==> src/rtl/tc_ps_acp_pkg.sv <==
// Shared definitions for the Zynq PS ACP read/write engines.
// State encodings and AXI3 constants used by both directions.
package tc_ps_acp_pkg;

  typedef enum logic [1:0] {
    S_IDLE = 2'd0,
    S_ADDR = 2'd1,
    S_DATA = 2'd2,
    S_CMPT = 2'd3
  } state_t;

  localparam logic [1:0] BURST_INCR = 2'b01;
  localparam logic [2:0] SIZE_8B    = 3'b011;
  localparam logic [1:0] RESP_OKAY  = 2'b00;

endpackage

==> src/rtl/tc_ps_acp_rx.sv <==
// ACP read engine: one user request becomes one INCR burst.
// Beats stream straight through; errors are sticky per burst.
module tc_ps_acp_rx
  import tc_ps_acp_pkg::*;
#(
  parameter int          BURST_LEN = 16,
  parameter logic [3:0]  AR_CACHE  = 4'b0011,
  parameter logic [4:0]  AR_USER   = 5'b00001
) (
  input  logic        clk,
  input  logic        rst,
  input  logic        rx_en,
  output logic        rx_rdy,
  input  logic [31:0] rx_araddr,
  input  logic [2:0]  rx_arid,
  output logic [63:0] rx_rdata,
  output logic        rx_rvalid,
  output logic        rx_rlast,
  input  logic        rx_rready,
  output logic        rx_err,
  output logic [31:0] S_AXI_ACP_0_araddr,
  output logic [1:0]  S_AXI_ACP_0_arburst,
  output logic [3:0]  S_AXI_ACP_0_arcache,
  output logic [2:0]  S_AXI_ACP_0_arid,
  output logic [3:0]  S_AXI_ACP_0_arlen,
  output logic [1:0]  S_AXI_ACP_0_arlock,
  output logic [2:0]  S_AXI_ACP_0_arprot,
  output logic [3:0]  S_AXI_ACP_0_arqos,
  input  logic        S_AXI_ACP_0_arready,
  output logic [2:0]  S_AXI_ACP_0_arsize,
  output logic [4:0]  S_AXI_ACP_0_aruser,
  output logic        S_AXI_ACP_0_arvalid,
  input  logic [63:0] S_AXI_ACP_0_rdata,
  input  logic [2:0]  S_AXI_ACP_0_rid,
  input  logic        S_AXI_ACP_0_rlast,
  output logic        S_AXI_ACP_0_rready,
  input  logic [1:0]  S_AXI_ACP_0_rresp,
  input  logic        S_AXI_ACP_0_rvalid
);

  localparam logic [4:0] LAST_CNT = 5'(BURST_LEN - 1);

  state_t      r_state;
  state_t      w_next;
  logic [31:0] r_araddr;
  logic [2:0]  r_arid;
  logic        r_arvalid;
  logic        r_rdy;
  logic        r_err;
  logic [4:0]  r_cnt;

  logic w_beat;
  logic w_final;
  logic w_done;
  logic w_bad;

  assign w_beat  = (r_state == S_DATA) & S_AXI_ACP_0_rvalid
                 & rx_rready;
  assign w_final = (r_cnt == LAST_CNT);
  assign w_done  = w_beat & (S_AXI_ACP_0_rlast | w_final);

  // rlast must coincide exactly with the counted final beat
  assign w_bad = (S_AXI_ACP_0_rresp != RESP_OKAY)
               | (S_AXI_ACP_0_rid != r_arid)
               | (S_AXI_ACP_0_rlast ^ w_final);

  always_ff @(posedge clk or negedge rst) begin
    if (!rst) r_state <= S_CMPT;
    else      r_state <= w_next;
  end

  always_comb begin
    w_next = r_state;
    unique case (r_state)
      S_CMPT: w_next = S_IDLE;
      S_IDLE: if (rx_en) w_next = S_ADDR;
      S_ADDR: if (S_AXI_ACP_0_arready) w_next = S_DATA;
      S_DATA: if (w_done) w_next = S_CMPT;
      default: w_next = S_CMPT;
    endcase
  end

  always_ff @(posedge clk or negedge rst) begin
    if (!rst) begin
      r_araddr  <= '0;
      r_arid    <= '0;
      r_arvalid <= 1'b0;
      r_rdy     <= 1'b0;
      r_err     <= 1'b0;
      r_cnt     <= '0;
    end else begin
      unique case (r_state)
        S_CMPT: r_rdy <= 1'b1;
        S_IDLE: begin
          if (rx_en) begin
            r_araddr  <= {rx_araddr[31:3], 3'b000};
            r_arid    <= rx_arid;
            r_arvalid <= 1'b1;
            r_rdy     <= 1'b0;
            r_err     <= 1'b0;
          end
        end
        S_ADDR: begin
          if (S_AXI_ACP_0_arready) begin
            r_arvalid <= 1'b0;
            r_cnt     <= '0;
          end
        end
        S_DATA: begin
          if (w_beat) begin
            r_cnt <= r_cnt + 5'd1;
            if (w_bad) r_err <= 1'b1;
          end
        end
        default: ;
      endcase
    end
  end

  always_comb begin
    S_AXI_ACP_0_rready = (r_state == S_DATA) & rx_rready;
    rx_rvalid = S_AXI_ACP_0_rvalid & S_AXI_ACP_0_rready;
    rx_rlast  = rx_rvalid & (S_AXI_ACP_0_rlast | w_final);
  end

  assign rx_rdy   = r_rdy;
  assign rx_err   = r_err;
  assign rx_rdata = S_AXI_ACP_0_rdata;

  assign S_AXI_ACP_0_araddr  = r_araddr;
  assign S_AXI_ACP_0_arid    = r_arid;
  assign S_AXI_ACP_0_arvalid = r_arvalid;
  assign S_AXI_ACP_0_arburst = BURST_INCR;
  assign S_AXI_ACP_0_arsize  = SIZE_8B;
  assign S_AXI_ACP_0_arlen   = 4'(BURST_LEN - 1);
  assign S_AXI_ACP_0_arlock  = 2'b00;
  assign S_AXI_ACP_0_arprot  = 3'b000;
  assign S_AXI_ACP_0_arqos   = 4'b0000;
  assign S_AXI_ACP_0_arcache = AR_CACHE;
  assign S_AXI_ACP_0_aruser  = AR_USER;

endmodule
==> config.mk <==
export PLATFORM = sky130hd
export DESIGN_NAME = tc_ps_acp_rx
export DESIGN_NICKNAME = d
export VERILOG_FILES = /design/src/rtl/tc_ps_acp_pkg.sv /design/src/rtl/tc_ps_acp_rx.sv
export SDC_FILE = /design/constraint.sdc
export NUM_CORES = 1
export LEC_CHECK = 0
export ABC_AREA = 1
export CAP_MARGIN = 20
export CORE_ASPECT_RATIO = 0.7
export CORE_MARGIN = 2
export CORE_UTILIZATION = 28
export DETAILED_ROUTE_END_ITERATION = 8
export PLACE_DENSITY = 0.75
export SYNTH_ARGS = -nofsm -noshare
export SYNTH_HDL_FRONTEND = slang
export SYNTH_SLANG_ARGS = --single-unit
==> constraint.sdc <==
create_clock -name clk -period 1.6 [get_ports clk]
set_input_delay 0.32 -clock clk [delete_from_list [all_inputs] [get_ports clk]]
set_output_delay 0.32 -clock clk [all_outputs]
set_load 0.01 [all_outputs]
==> run metrics <==
Seq/Total Area, Yosys 0.3959; R2R Setup Slk -310 ps; core area between 0.009 and 0.01 mm^2; dpl cells 483; total grt overflow 0; initial antenna violation count 0; commonest non-fill, non-tap cell in the layout nand2_1; Hold Crit Depth 2; drt wl/cell 11.81 um; num ports between 200 and 250; failing checks negative setup slack; fin util 0.3759; Yosys cell types 20; R2R Path Start r_cnt[0]; final hold violation count 0; MaxCap Viol Count 0; vias roughly 2,000; synthesized area approximately 0.0027 mm^2; largest net degree at the start of global routing 38; row cnt 29; H-tree levels 2; syn avg cell area around 7.9 um^2; Post-Route WL between 5 and 6 mm; port bufs 81; #FFs+latches synth 42; CTS Sinks 42; Synth Area in Simple Gates 0.2200; skew final 5.235 ps; final setup fails 5; Synth area leaders dfrtp_1 (38%), buf_4 (28%), nand2_1 (18%); Synth Area in Adders 0.03291; Syn. warnings 0; Initial Util 0.2911; Root Driver clkbuf_16; RSZ-0062 raised after global routing true; largest family of logic cells by synthesized area buffers and inverters; Slew Viols, Final 0; PwrDens 1685 mW/mm^2; required time worst endpoint about 1300 ps; post-synthesis xor/xnor area fraction 0; minimum clock period roughly 1900 ps; Mapped Cells 339; post-DR vias/cell between 3 and 4; crit path launch type flop; die height between 80 and 90 um; die width between 100 and 150 um; CTS tree yes; setup tns final -901.8 ps; ANT nets after route 0; most frequent cells in the layout nand2_1 (122), clkdlybuf4s50_1 (77), dfrtp_1 (40); worst hold margin between 400 and 500 ps; total iterations of the first detailed-routing run 4; Synth area leader dfrtp_1; R2R Path End r_cnt[2]; Synth Area in Compound Gates 0.02962; post-synthesis mux area share 0; CP Max Fanout 2; first-pass GRT wire length roughly 9.3 mm; setup ws final -344.2 ps; CTS buffer count 5; share of cells above drive strength 1 0.1549; Placer Congestion between 0.7 and 0.8; Leak approximately 0.0017 uW; fmax 514.4 MHz; Pwr Total 5793 uW; run status finished with violations; diodes inserted 0; clk slew on worst S/H paths 60 ps; Reg2Reg Depth 13; P&R area growth vs syn 29.15%; Finished Layout Cells between 500 and 600; Iter 0 DRT Violations 50; Total Nets Final 498; Crit. End Element primary output; Worst Hold Class flop to flop; period utilization 1.215; Worst IR Drop VDD approximately 0.65 mV; hpwl dp 4.256 mm; Hold EP S_AXI_ACP_0_araddr[18]; min-delay src S_AXI_ACP_0_araddr[18]; vias in the first global route between 1,500 and 2,000; CTS max path bufs 2; Overall Global Routing Usage 0.1133; area share of the largest cell type after synthesis 0.3761; WS Path Type flop to primary output; Crit path arrival time around 1600 ps; latest clock arrival within the worst-skew pair about 280 ps; die area between 0.01 and 0.015 mm^2; DRC 0
==> power by group <==
part           switching [uW]  total [uW]  leakage, uW  internal, uW
combinational            1410        2820      0.00112          1410
clock                     407        1140    0.0000771           737
sequential                274        1820     0.000527          1550
total                    2090        5790      0.00172          3700
==> sequential cells by signal (all words and copies together), names as in the netlist <==
register / count
r_cnt: 5
rx_err: 1
S_AXI_ACP_0_arid: 3
S_AXI_ACP_0_arvalid: 1
S_AXI_ACP_0_araddr: 29
r_state: 2
rx_rdy: 1
==> timing repair <==
| item | 4_1_cts | 5_1_grt |
|---|---|---|
| hold buffers | 1 | 0 |
| endpoints found under the hold margin | 13 | 0 |
| setup endpoints to repair | 38 | 44 |
| pin swaps | 5 | 7 |
| gates resized for setup | 23 | 15 |
| buffers inserted | 10 | 4 |
| gates cloned | 0 | 0 |
==> metrics by stage <==
step / cell area, um^2 / setup slack, ps
detailed placement: 3079 / -524.3
global placement: 3079 / -522.7
global route: 3437 / -426.8
floorplan: 2766 / 7.962
finish: 3437 / -344.2
CTS: 3368 / -374.8
==> cell type report <==
| type | count | area [um^2] |
|---|---|---|
| clock buffer | 6 | 128.9 |
| clock inverter | 2 | 37.54 |
| fill | 941 | 5707 |
| inverter | 26 | 105.1 |
| multi-input combinational | 198 | 925.9 |
| sequential | 42 | 1054 |
| tap | 124 | 155.1 |
| timing repair buffer | 107 | 1031 |
==> worst max path at each step <==
stage,startpoint,to,slack (ps),cells after the start
after floorplan,r_cnt[0],rx_rlast,8,9
after global routing,r_cnt[0],rx_rlast,-430,10
after global placement,S_AXI_ACP_0_rlast,rx_rlast,-520,7
after detailed placement,r_cnt[0],rx_rlast,-520,10
after CTS,r_cnt[1],rx_rlast,-370,10
final,r_cnt[0],rx_rlast,-340,10
==> logic make-up after synthesis <==
group / Yosys count
AND/OR/NAND/NOR: 146
AO/OA/AOI/OAI: 15
other: 2
adder cells (fa/ha/maj): 7
flip-flops: 42
buffers and inverters: 127
==> cell usage after synthesis, drive strengths merged <==
library cell / count
a21oi: 5
buf: 101
conb: 2
dfrtp: 40
dfstp: 2
ha: 7
inv: 26
nand2: 127
nand3: 5
nand3b: 1
nand4: 2
nor2: 11
o21ai: 10
==> worst max-delay path, stage by stage, from the launching register on <==
cell	delay (ps)
dfrtp_1	350
ha_2	190
nand2_2	60
nor2_1	90
ha_2	170
inv_2	40
ha_4	150
inv_2	60
nand4_4	70
inv_2	70
buf_6	90
==> layer usage <==
metal	track usage	routed length [um]
met1	0.1330	2561
met2	0.1823	2704
met3	0.06184	674
met4	0.02748	23
met5	0	0
Note: power is estimated with default switching activity, not from simulation.
